**config.mk**
```make
export PLATFORM = sky130hd
export DESIGN_NAME = uart_tx_fifo_gen
export DESIGN_NICKNAME = d
export VERILOG_FILES = /design/src/rtl/uart_tx_fifo_gen.sv
export SDC_FILE = /design/constraint.sdc
export NUM_CORES = 1
export LEC_CHECK = 0
export ABC_AREA = 0
export CORE_UTILIZATION = 38
export CTS_BUF_LIST = sky130_fd_sc_hd__clkbuf_8
export DETAILED_ROUTE_END_ITERATION = 16
export PLACE_DENSITY = 0.54
export SYNTH_ARGS = -nofsm -noshare
export SYNTH_HDL_FRONTEND = slang
export SYNTH_SLANG_ARGS = --single-unit
```
**constraint.sdc**
```tcl
create_clock -name clk_i -period 3.44 [get_ports clk_i]
set_input_delay 0.688 -clock clk_i [delete_from_list [all_inputs] [get_ports clk_i]]
set_output_delay 0.688 -clock clk_i [all_outputs]
set_load 0.01 [all_outputs]
```
**src/rtl/uart_tx_fifo_gen.sv**
```systemverilog
// uart_tx_fifo_gen: UART transmitter with runtime frame format, break generation and an internal TX FIFO
module uart_tx_fifo_gen #(
  parameter int DIV_SIZE   = 16,
  parameter int DATA_MAX   = 9,
  parameter int FIFO_DEPTH = 8,
  parameter int LVL_W      = $clog2(FIFO_DEPTH) + 1
) (
  input  logic                clk_i,
  input  logic                rstn_i,
  input  logic                en_i,
  input  logic [3:0]          data_bits_i,
  input  logic                stop_bits_i,
  input  logic [2:0]          parity_mode_i,
  input  logic [DIV_SIZE-1:0] baud_div_i,
  input  logic                break_i,
  input  logic                flush_i,
  input  logic [DATA_MAX-1:0] wr_data_i,
  input  logic                wr_valid_i,
  output logic                wr_ready_o,
  output logic [LVL_W-1:0]    level_o,
  output logic                empty_o,
  output logic                tx_o,
  output logic                busy_o,
  output logic                frame_done_o
);
  localparam int AW = $clog2(FIFO_DEPTH);
  localparam logic [3:0] DMAX = 4'(DATA_MAX);
  localparam logic [LVL_W-1:0] FULL = LVL_W'(FIFO_DEPTH);
  typedef enum logic [2:0] {IDLE, START, DATA, PARITY, STOP, BREAK} state_t;
  state_t state, state_d;
  logic [DATA_MAX-1:0] mem [FIFO_DEPTH];
  logic [AW-1:0] wr_ptr, rd_ptr;
  logic [LVL_W-1:0] level;
  logic push, pop;
  logic [DIV_SIZE-1:0] cnt, div_q;
  logic [DATA_MAX-1:0] sh_q;
  logic [3:0] nbits_q, idx, nb_in;
  logic [2:0] par_q, pm_in;
  logic stop2_q, stop_idx, par_acc, mab, done_q, tick, par_bit;

  assign wr_ready_o = level != FULL;
  assign empty_o = level == '0;
  assign level_o = level;
  assign push = wr_valid_i & wr_ready_o & ~flush_i;
  assign tick = cnt == div_q;
  assign nb_in = data_bits_i < 4'd5 ? 4'd5 : data_bits_i > DMAX ? DMAX : data_bits_i;
  assign pm_in = parity_mode_i > 3'd4 ? 3'd0 : parity_mode_i;
  assign par_bit = par_q == 3'd1 ? ~par_acc : par_q == 3'd2 ? par_acc : par_q == 3'd3;
  assign busy_o = state != IDLE;
  assign frame_done_o = done_q;

  always_ff @(posedge clk_i)
    if (push) mem[wr_ptr] <= wr_data_i;

  always_ff @(posedge clk_i or negedge rstn_i)
    if (!rstn_i) begin
      wr_ptr <= '0;
      rd_ptr <= '0;
      level  <= '0;
    end else if (flush_i) begin
      wr_ptr <= '0;
      rd_ptr <= '0;
      level  <= '0;
    end else begin
      if (push) wr_ptr <= wr_ptr + 1'b1;
      if (pop) rd_ptr <= rd_ptr + 1'b1;
      level <= level + LVL_W'(push) - LVL_W'(pop);
    end

  always_ff @(posedge clk_i or negedge rstn_i)
    if (!rstn_i) state <= IDLE;
    else state <= state_d;

  always_comb begin
    state_d = state;
    pop = 1'b0;
    tx_o = 1'b1;
    case (state)
      IDLE:
        if (break_i) state_d = BREAK;
        else if (en_i && !empty_o) begin
          state_d = START;
          pop = 1'b1;
        end
      START: begin
        tx_o = 1'b0;
        if (tick) state_d = DATA;
      end
      DATA: begin
        tx_o = sh_q[0];
        if (tick && idx == nbits_q - 4'd1) state_d = par_q == 3'd0 ? STOP : PARITY;
      end
      PARITY: begin
        tx_o = par_bit;
        if (tick) state_d = STOP;
      end
      STOP:
        if (tick && stop_idx == stop2_q) state_d = IDLE;
      BREAK: begin
        tx_o = mab;
        if (mab && tick) state_d = IDLE;
      end
      default: state_d = IDLE;
    endcase
  end

  // Frame settings are re-latched on every IDLE cycle, so the values seen on the pop cycle stick for the frame
  always_ff @(posedge clk_i or negedge rstn_i)
    if (!rstn_i) begin
      cnt      <= '0;
      div_q    <= '0;
      sh_q     <= '0;
      nbits_q  <= '0;
      idx      <= '0;
      par_q    <= '0;
      stop2_q  <= 1'b0;
      stop_idx <= 1'b0;
      par_acc  <= 1'b0;
      mab      <= 1'b0;
      done_q   <= 1'b0;
    end else begin
      done_q <= state == STOP && state_d == IDLE;
      cnt <= (state == IDLE || (state == BREAK && !mab) || tick) ? '0 : cnt + 1'b1;
      if (state == IDLE) begin
        div_q    <= baud_div_i;
        sh_q     <= mem[rd_ptr];
        nbits_q  <= nb_in;
        par_q    <= pm_in;
        stop2_q  <= stop_bits_i;
        idx      <= '0;
        stop_idx <= 1'b0;
        par_acc  <= 1'b0;
        mab      <= 1'b0;
      end
      if (state == DATA && tick) begin
        sh_q    <= sh_q >> 1;
        par_acc <= par_acc ^ sh_q[0];
        idx     <= idx + 1'b1;
      end
      if (state == STOP && tick) stop_idx <= 1'b1;
      if (state == BREAK && !break_i) mab <= 1'b1;
    end
endmodule
```
==> results.sh, run 1 <==
export IMPL_status="completed"
export IMPL_arrival_ns=2.32
export IMPL_critPathLaunchType="register"
export IMPL_p_leak_nw=2.81
export IMPL_p_int_w=0.00256
export IMPL_async_flop_share=0.493
export IMPL_drtAntennaViolNets=0
export IMPL_slowest_stage="dfrtp_1"
export IMPL_dr_first_iter_drc_count=170
export IMPL_path_max_fanout=22
export IMPL_nFillCells=1487
export IMPL_die_y_um=130
export IMPL_final_util=0.463
export IMPL_grt_max_degree=35
export IMPL_cts_tree="done"
export IMPL_endpoint_kind="output port"
export IMPL_setup_tns_ns=0
export IMPL_syn_avg_cell_area_um2=13.0
export IMPL_clock_skew_ns=0.0114
export IMPL_timing_fmax_mhz=333
export IMPL_synth_cell_area_um2=6270
export IMPL_worst_path_largest_cell_delay_ns=0.58
export IMPL_diodes=0
export IMPL_cts_buffers=17
export IMPL_max_cap_violations=0
export IMPL_drt_pass1_iter_count=4
export IMPL_pwr_share_comb=0.080
export IMPL_seq_power_share=0.541
export IMPL_wirelength_um=12300
export IMPL_syn_nets=532
export IMPL_synth_seq_cells=142
export IMPL_ys_top_cells_by_count="84 x nand2_1, 72 x edfxtp_1, 70 x dfrtp_1"
export IMPL_final_cell_area_um2=7410
export IMPL_max_slew_margin_rel=0.427
export IMPL_post_synth_top_count_cell="nand2_1"
export IMPL_root_buffer="clkbuf_8"
export IMPL_finalMaxSlewViolations=0
export IMPL_io_buffers=47
export IMPL_grt_pass1_wl_um=20300
export IMPL_htree_levels=4
export IMPL_power_density_nw_per_um2=462
export IMPL_required_ns=2.75
export IMPL_drc_errors=0
export IMPL_grt_use_total=0.162
export IMPL_fin_total_pwr_w=0.00342
export IMPL_fp_row_count=46
export IMPL_initial_core_util=0.392
export IMPL_synthCells=481
export IMPL_path_class="reg -> out"
export IMPL_clock_power_share=0.379
export IMPL_hold_path_class="in -> async"
export IMPL_synth_largest_area_cell="edfxtp_1"
export IMPL_io_pin_count=48
export IMPL_final_nets=595
export IMPL_irDropWorstVdd_mv=0.299
export IMPL_routedWlPerCell_um=15.8
export IMPL_ctsHoldBuffers=0
export IMPL_grt_pass1_vias=3964
export IMPL_place_congestion=0.762
export IMPL_synth_top_cell_area_share=0.345
export IMPL_coreArea_um2=16000
export IMPL_post_cts_buffers=0
export IMPL_rsz0062_at_grt="no"
export IMPL_yosys_warnings=0
export IMPL_dp_final_hpwl_um=8380
export IMPL_seq_area_frac_synth=0.624
export IMPL_clkTransAtPathRegs_ns=0.08
export IMPL_switching_power_w=0.000857
export IMPL_hold_slack_ns=0.0426
export IMPL_crit_chain="nor3_2 -> inv_2 -> buf_4 -> clkdlybuf4s50_1"
export IMPL_fin_crit_ns=3.00
export IMPL_viasPerCell=4.95
export IMPL_clock_path_buffers=2
export IMPL_swShare=0.251
export IMPL_vias=3824
export IMPL_syn2layout_area_growth_pct=18.2
export IMPL_synth_ff_type="edfxtp_1"
export IMPL_clkLatencyLatePin_ns=0.44
export IMPL_synth_edf_count=72
export IMPL_placed_area_um2=7020
export IMPL_setup_violations=0
export IMPL_die_area_um2=17000
export IMPL_die_x_um=130
export IMPL_gr_total_overflow=0
export IMPL_fin_crit_sh=0.873
export IMPL_tightest_slew_ns=0.860
export IMPL_drive_above_1_share=0.147
export IMPL_cts_resized=0
export IMPL_hold_viol_final=0
export IMPL_antenna_found_initial=0
export IMPL_cts_sinks=142
export IMPL_synth_area_top_cells="edfxtp_1 34%, dfrtp_1 28%, mux4_2 6.5%"
export IMPL_synth_cell_types=47
==> final cells by class <==
class | instances | area (um^2) | area share
Multi-Input combinational cell | 308 | 2210 | 0.298
Timing Repair Buffer | 62 | 578 | 0.0781
Sequential cell | 142 | 3910 | 0.528
Clock inverter | 15 | 155 | 0.0209
Tap cell | 216 | 270 | 0.0365
Inverter | 13 | 48.8 | 0.00659
Clock buffer | 17 | 234 | 0.0316
==> power by group through the flow <==
stage	logic [W]	registers, W	clock network (W)
2_1_floorplan	0.000116	0.00189	0
3_3_place_gp	0.000276	0.00189	0
3_5_place_dp	0.000279	0.00189	0
4_1_cts	0.000281	0.00185	0.00134
5_1_grt	0.000304	0.00186	0.00140
6_report	0.000275	0.00185	0.00130
==> final timing paths <==
path,start,end,slack [ns],depth (start not counted)
worst max-delay path,state[0],busy_o,0.44,4
worst min-delay path,rstn_i,div_q[13],0.04,1
worst max register to register,state[0],level_o[3],0.85,10
worst min register to register,par_acc,par_acc,0.50,1
max in group asynchronous,rstn_i,rd_ptr[0],2.75,2
min in group clk_i,par_acc,par_acc,0.50,1
==> worst max-delay path: cells and delay by family (launching register included) <==
| kind | cells | cell delay, ns |
|---|---|---|
| flops | 1 | 0.58 |
| simple gates | 1 | 0.11 |
| buf+inv | 3 | 1.19 |
==> cell usage in the layout (no fill, tap or decap), types with 2 or more instances in the layout <==
cell type	instances
nand2_1	84
edfxtp_1	72
dfrtp_1	70
nor2_1	48
clkdlybuf4s50_1	46
xnor2_1	31
mux4_2	18
clkbuf_8	17
buf_4	15
mux2i_1	14
inv_1	12
ha_1	11
a21oi_1	10
nand3_1	10
xor2_1	10
o21ai_0	9
a221o_1	8
nand4_1	6
nor3_1	6
nand3b_1	5
or3_1	4
clkinv_4	4
inv_8	4
nand2b_1	3
nor2b_1	3
a211oi_1	3
mux2_2	3
inv_6	3
a21o_1	2
nor3_2	2
clkinvlp_4	2
==> sequential cells by signal (all words and copies together) (netlist names) <==
signal        count
wr_ptr            3
idx               4
cnt              16
level_o           4
stop_idx          1
rd_ptr            3
div_q            16
mem              72
par_acc           1
frame_done_o      1
stop2_q           1
mab               1
state             3
par_q             3
sh_q              9
nbits_q           4
==> routing by layer <==
metal  vias to the layer above  routed length (um)  track usage
li1                       1832                   -            -
met5                         -                   0            0
met4                         0                 135       0.0676
met2                        70                6170        0.276
met1                      1912                5530        0.200
met3                        10                 417       0.0358
==> stage by stage <==
step | cells | setup slack, ns
detailed placement | 741 | 0.564
global route | 773 | 0.246
CTS | 773 | 0.373
global placement | 741 | 0.603
finish | 773 | 0.435
floorplan | 481 | 1.02
==> cell families after synthesis <==
| family | Yosys count | share of synthesized area |
|---|---|---|
| adder cells (fa/ha/maj) | 12 | 0.0252 |
| flip-flops | 142 | 0.624 |
| AO/OA/AOI/OAI | 38 | 0.0443 |
| AND/OR/NAND/NOR | 182 | 0.132 |
| XOR/XNOR | 41 | 0.0573 |
| buffers and inverters | 31 | 0.0244 |
| multiplexers | 35 | 0.0924 |
Power figures use the tool's default switching activity.
==> run 2: changes to the inputs <==
Settings changed: SKIP_CTS_REPAIR_TIMING set to 1.
==> results of run 2 <==
Final layout, timing and power as in run 1 (identical DEF).
